**src/rtl/pwm_dimmer_mc_pkg.sv**
```systemverilog
`default_nettype none
// ============================================================================
// Module      : pwm_dimmer_mc_pkg
// Description : Shared defaults, ramp-direction type and duty helpers for the
//               multi-channel PWM dimmer.
// Revision    : 1.0 - initial release
// ============================================================================
package pwm_dimmer_mc_pkg;

    localparam int c_DEFAULT_W  = 4;
    localparam int c_DEFAULT_CH = 4;
    localparam int c_DEFAULT_PW = 8;
    localparam int c_DEFAULT_SW = 2;

    // Breathe ramp direction; reset value is DIR_UP.
    typedef enum logic {
        DIR_DOWN = 1'b0,
        DIR_UP   = 1'b1
    } ramp_dir_e;

    // Full-scale duty (constant high) for a W-bit counter.
    function automatic int duty_max(input int w);
        return 1 << w;
    endfunction

endpackage : pwm_dimmer_mc_pkg
`default_nettype wire

```
**src/rtl/pwm_dimmer_mc_ch.sv**
```systemverilog
`default_nettype none
// ============================================================================
// Module      : pwm_dimmer_mc_ch
// Description : One dimmer channel: shadow/active duty double buffer, breathe
//               ramp with edge detection, and the registered PWM comparator.
// Revision    : 1.0 - initial release
// ============================================================================
module pwm_dimmer_mc_ch
    import pwm_dimmer_mc_pkg::*;
#(
    parameter int W = c_DEFAULT_W
) (
    input  logic         clock,
    input  logic         reset,
    input  logic         enable,
    input  logic         boundary,
    input  logic [W-1:0] cnt,
    input  logic         wr,
    input  logic [W:0]   wr_data,
    input  logic         breathe,
    output logic         pwm
);

    localparam logic [W:0] c_DUTY_MAX = (W+1)'(duty_max(W));

    logic [W:0]  shadow_q,  shadow_d;
    logic [W:0]  active_q,  active_d;
    ramp_dir_e   dir_q,     dir_d;
    logic        breathe_q, breathe_d;
    logic        pwm_q,     pwm_d;
    logic        w_rise;
    ramp_dir_e   w_dir_eff;

    // Next-state: shadow capture, boundary load or ramp step, output compare.
    always_comb begin
        shadow_d  = shadow_q;
        active_d  = active_q;
        breathe_d = breathe_q;
        w_rise    = 1'b0;
        w_dir_eff = dir_q;

        if (wr) begin
            shadow_d = wr_data;
        end

        // Edge register only advances while running so a freeze holds dir too.
        if (enable) begin
            breathe_d = breathe;
            w_rise    = breathe & ~breathe_q;
        end

        // On entering breathe, pick a direction that keeps the ramp in range.
        if (w_rise) begin
            if (active_q == c_DUTY_MAX) begin
                w_dir_eff = DIR_DOWN;
            end else if (active_q == '0) begin
                w_dir_eff = DIR_UP;
            end
        end
        dir_d = w_dir_eff;

        if (boundary) begin
            if (breathe) begin
                if (w_dir_eff == DIR_UP) begin
                    if (active_q != c_DUTY_MAX) begin
                        active_d = active_q + 1'b1;
                    end
                end else begin
                    if (active_q != '0) begin
                        active_d = active_q - 1'b1;
                    end
                end
                if (active_d == c_DUTY_MAX) begin
                    dir_d = DIR_DOWN;
                end else if (active_d == '0) begin
                    dir_d = DIR_UP;
                end
            end else begin
                // shadow_d already folds in a same-cycle write.
                active_d = shadow_d;
            end
        end

        // W+1-bit compare so full scale stays high across the whole period.
        pwm_d = enable & ({1'b0, cnt} < active_q);
    end

    // Channel state registers.
    always_ff @(posedge clock) begin
        if (reset) begin
            shadow_q  <= '0;
            active_q  <= '0;
            dir_q     <= DIR_UP;
            breathe_q <= 1'b0;
            pwm_q     <= 1'b0;
        end else begin
            shadow_q  <= shadow_d;
            active_q  <= active_d;
            dir_q     <= dir_d;
            breathe_q <= breathe_d;
            pwm_q     <= pwm_d;
        end
    end

    assign pwm = pwm_q;

endmodule : pwm_dimmer_mc_ch
`default_nettype wire

```
**src/rtl/pwm_dimmer_mc.sv**
```systemverilog
`default_nettype none
// ============================================================================
// Module      : pwm_dimmer_mc
// Description : Multi-channel PWM LED dimmer with prescaler, double-buffered
//               duty registers, true 0 %/100 % duty and per-channel breathe.
// Revision    : 1.0 - initial release
// ============================================================================
module pwm_dimmer_mc
    import pwm_dimmer_mc_pkg::*;
#(
    parameter int W  = c_DEFAULT_W,
    parameter int CH = c_DEFAULT_CH,
    parameter int PW = c_DEFAULT_PW,
    parameter int SW = c_DEFAULT_SW   // must cover clog2(CH)
) (
    input  logic          clock,
    input  logic          reset,
    input  logic          enable,
    input  logic [PW-1:0] presc,
    input  logic          duty_wr,
    input  logic [SW-1:0] duty_sel,
    input  logic [W:0]    duty_in,
    input  logic [CH-1:0] breathe,
    output logic [CH-1:0] pwm,
    output logic          period_start
);

    localparam logic [W:0] c_DUTY_MAX = (W+1)'(duty_max(W));

    logic [PW-1:0] pcnt_q, pcnt_d;
    logic [W-1:0]  cnt_q,  cnt_d;
    logic          period_start_q, period_start_d;
    logic          w_tick;
    logic          w_boundary;
    logic [W:0]    w_duty_sat;
    logic [CH-1:0] w_wr_ch;

    // Prescaler, phase counter and period-boundary detection.
    always_comb begin
        w_tick     = enable & (pcnt_q == presc);
        w_boundary = w_tick & (cnt_q == {W{1'b1}});

        pcnt_d = pcnt_q;
        if (w_tick) begin
            pcnt_d = '0;
        end else if (enable) begin
            pcnt_d = pcnt_q + 1'b1;
        end

        cnt_d = cnt_q;
        if (w_tick) begin
            cnt_d = cnt_q + 1'b1;
        end

        period_start_d = w_boundary;
        w_duty_sat     = (duty_in > c_DUTY_MAX) ? c_DUTY_MAX : duty_in;
    end

    // Shared timebase registers.
    always_ff @(posedge clock) begin
        if (reset) begin
            pcnt_q         <= '0;
            cnt_q          <= '0;
            period_start_q <= 1'b0;
        end else begin
            pcnt_q         <= pcnt_d;
            cnt_q          <= cnt_d;
            period_start_q <= period_start_d;
        end
    end

    assign period_start = period_start_q;

    // Selects >= CH match no channel, so such writes fall on the floor.
    for (genvar i = 0; i < CH; i++) begin : g_ch
        assign w_wr_ch[i] = duty_wr & (duty_sel == SW'(i));

        pwm_dimmer_mc_ch #(
            .W (W)
        ) u_ch (
            .clock    (clock),
            .reset    (reset),
            .enable   (enable),
            .boundary (w_boundary),
            .cnt      (cnt_q),
            .wr       (w_wr_ch[i]),
            .wr_data  (w_duty_sat),
            .breathe  (breathe[i]),
            .pwm      (pwm[i])
        );
    end

endmodule : pwm_dimmer_mc
`default_nettype wire
```
**config.mk**
```make
export PLATFORM = sky130hd
export DESIGN_NAME = pwm_dimmer_mc
export DESIGN_NICKNAME = d
export VERILOG_FILES = /design/src/rtl/pwm_dimmer_mc_pkg.sv /design/src/rtl/pwm_dimmer_mc_ch.sv /design/src/rtl/pwm_dimmer_mc.sv
export SDC_FILE = /design/constraint.sdc
export NUM_CORES = 1
export LEC_CHECK = 0
export BUFFER_PORTS_ARGS = -buffer_cell sky130_fd_sc_hd__buf_2
export CAP_MARGIN = 40
export CORE_MARGIN = 5
export CORE_UTILIZATION = 55
export CTS_CLUSTER_DIAMETER = 50
export DETAILED_ROUTE_END_ITERATION = 7
export GPL_TIMING_DRIVEN = 0
export PLACE_DENSITY_LB_ADDON = 0.08
export REMOVE_ABC_BUFFERS = 1
export SYNTH_ARGS = -nofsm -noshare
export SYNTH_HDL_FRONTEND = slang
export SYNTH_SLANG_ARGS = --single-unit
export TNS_END_PERCENT = 100
```
**constraint.sdc**
```tcl
create_clock -name clock -period 3.3 [get_ports clock]
set_clock_uncertainty 0.15 [all_clocks]
set_input_delay 0.66 -clock clock [delete_from_list [all_inputs] [get_ports clock]]
set_output_delay 0.66 -clock clock [all_outputs]
set_load 0.02 [all_outputs]
```
==> qor.csv <==
metric,value,unit
synth_seq_cells,65,
syn_area,4340,um2
clock-sinks,65,
rsz0062_at_grt,no,
dp_slack,370,ps
overflow,0,
synth_edf_count,0,
relSlewSlack,0.559,
multi_input_area,2750,um2
holdBufCountCts,0,
stdcell_count,660,
setup_slack,690,ps
grt_max_degree,48,
critPathLaunchType,input port,
clk_latency,340,ps
cts_tree,done,
synth_warnings,0,
end_kind,register,
drcViolationCount,0,
synth_top_area_share,0.300,
nFillCells,734,
p_leak,1.84,nW
power.density,346,nW/um2
final_nets,598,
cp_max_fo,22,
post-route-period-util,0.791,
slew_viol_final,0,
rr_worst_depth,8,
fmax,383,MHz
tns,0,ps
ios,28,
synthCells,556,
cts.reportedPaths.clkPinSlew,60,ps
finalHoldViolCount,0,
status,finished clean,
fin_util,0.604,
start_util,0.564,
regArea,1300,um2
ys_seq_area_frac,0.300,
die_h,98.8,um
drtIter0Drc,164,
max_cap_viol_count,0,
hp-class,reg -> reg,
htree_levels,3,
routabilityCongestion,0.840,
synth_area_leaders,"dfxtp_1 (30%), nor2_1 (7.2%), ha_1 (6.3%)",
setup_viol,0,
clockBufferDepth,2,
ant_nets,0,
yosysUniqueCellTypes,63,
clockRootBuffer,clkbuf_8,
core-area,7690,um2
grt_pass1_wl,16300,um
ctsResizeCount,0,
fin_crit,2610,ps
p_total,1.60,mW
final_area,4640,um2
async_flop_share,0,
num_vias,3763,
antenna_found_initial,0,
grt_pass1_vias,3472,
grt_use_total,0.202,
yosys.area.top_type,dfxtp_1,
port-buffer-count,27,
row_count,32,
placed_cell_area,4450,um2
area_growth,6.95,%
holdPathStages,2,
post_drt_via_cell_ratio,5.70,
hpwlAfterDp,6840,um
die_w,98.8,um
dpl.cell_count,644,
cp_data_arrival_time,2680,ps
ys.flop_type,dfxtp_1,
die_area,9760,um2
worstPathRequired,3370,ps
first_pass_iters,4,
wire_per_inst,14.5,um
crit_type,in -> reg,
diodes,0,
worstMarginPinSlew,659,ps
finalHoldWorstSlack,328,ps
cts_made_buffers,9,
syn_avg_cell_area,7.80,um2
drive_gt1_frac,0.102,
routed_wl,9560,um
cts_setup_buffers,0,
peakVddDrop,0.231,mV
-- cells by family after synthesis --
family,synth area share
buf+inv,0.0655
fa+ha+maj,0.0635
compound gates,0.191
xor+xnor,0.0646
flops,0.300
simple gates,0.259
mux,0.0565
-- Yosys cell counts (4+ instances only) --
library cell,n
a21o_1,8
nand4_1,10
or3b_1,4
inv_1,22
a211oi_1,6
nand3b_1,6
a22oi_1,5
nor4_1,4
xor2_1,17
ha_1,22
buf_2,8
nand2_1,39
a21oi_1,47
nand2b_1,11
and2_1,4
buf_4,5
o21ai_0,12
nor2_1,83
nand3_1,17
nor3_1,12
dfxtp_1,65
mux2i_1,20
nor3b_1,5
a221oi_1,5
xnor2_1,15
and3_1,7
mux2_2,4
a211o_1,6
o211ai_1,7
clkbuf_1,26
-- per-layer routing --
layer  vias to the layer above  global-route usage  wire length (um)
met3                        10              0.0347               315
met2                        48               0.325              4520
met4                         0              0.0756               142
li1                       1957                   -                 -
met1                      1748               0.271              4580
met5                         -                   0                 0
-- cell type report --
class | count | area share
clock inverters | 3 | 0.00863
inverters | 23 | 0.0186
well taps | 102 | 0.0275
repair buffers | 29 | 0.0394
multi-input cells | 425 | 0.593
clock buffers | 13 | 0.0321
flip-flops and latches | 65 | 0.280
-- sequential cells by signal (all words and copies together) (netlist names) --
signal	count
g_ch.u_ch.shadow_q	20
g_ch.u_ch.active_q	20
g_ch.u_ch.breathe_q	4
g_ch.u_ch.dir_q	4
cnt_q	4
g_ch.u_ch.pwm	4
period_start	1
pcnt_q	8
-- path summary, 6_finish.rpt --
| check | startpoint | to | slack (ps) |
|---|---|---|---|
| setup / recovery | presc[6] | g_ch[0].u_ch.dir_q | 690 |
| hold / removal | g_ch[0].u_ch.shadow_q[1] | g_ch[0].u_ch.shadow_q[1] | 330 |
| setup reg to reg | cnt_q[1] | g_ch[0].u_ch.dir_q | 710 |
| hold reg to reg | g_ch[0].u_ch.shadow_q[1] | g_ch[0].u_ch.shadow_q[1] | 330 |
-- cells in the final DEF, fill, tap and decap left out, types with 5 or more instances in the layout --
cell type	synthesis	final
a211o_1	6	6
a211oi_1	6	6
a21o_1	8	8
a21oi_1	47	47
a221oi_1	5	5
a22oi_1	5	5
and3_1	7	7
buf_2	8	27
clkbuf_8	0	10
dfxtp_1	65	65
ha_1	22	22
inv_1	22	22
mux2i_1	20	20
nand2_1	39	39
nand2b_1	11	11
nand3_1	17	17
nand3b_1	6	6
nand4_1	10	10
nor2_1	83	83
nor3_1	12	12
nor3b_1	5	5
o211ai_1	7	7
o21ai_0	12	12
xnor2_1	15	15
xor2_1	17	17
-- power by group --
group          total [mW]  internal (mW)  leakage [nW]  switching, mW
Sequential          0.814          0.798         0.526         0.0167
Combinational       0.133         0.0519          1.22         0.0812
Clock               0.656          0.368        0.0974          0.288
-- worst max-delay path, stage by stage --
cell      delay (ps)
buf_2            100
xor2_1           130
nor4_1           430
nand3_1          580
buf_16           370
nor2_1           110
nand4b_1         140
mux2i_1          160
Power figures use the tool's default switching activity.
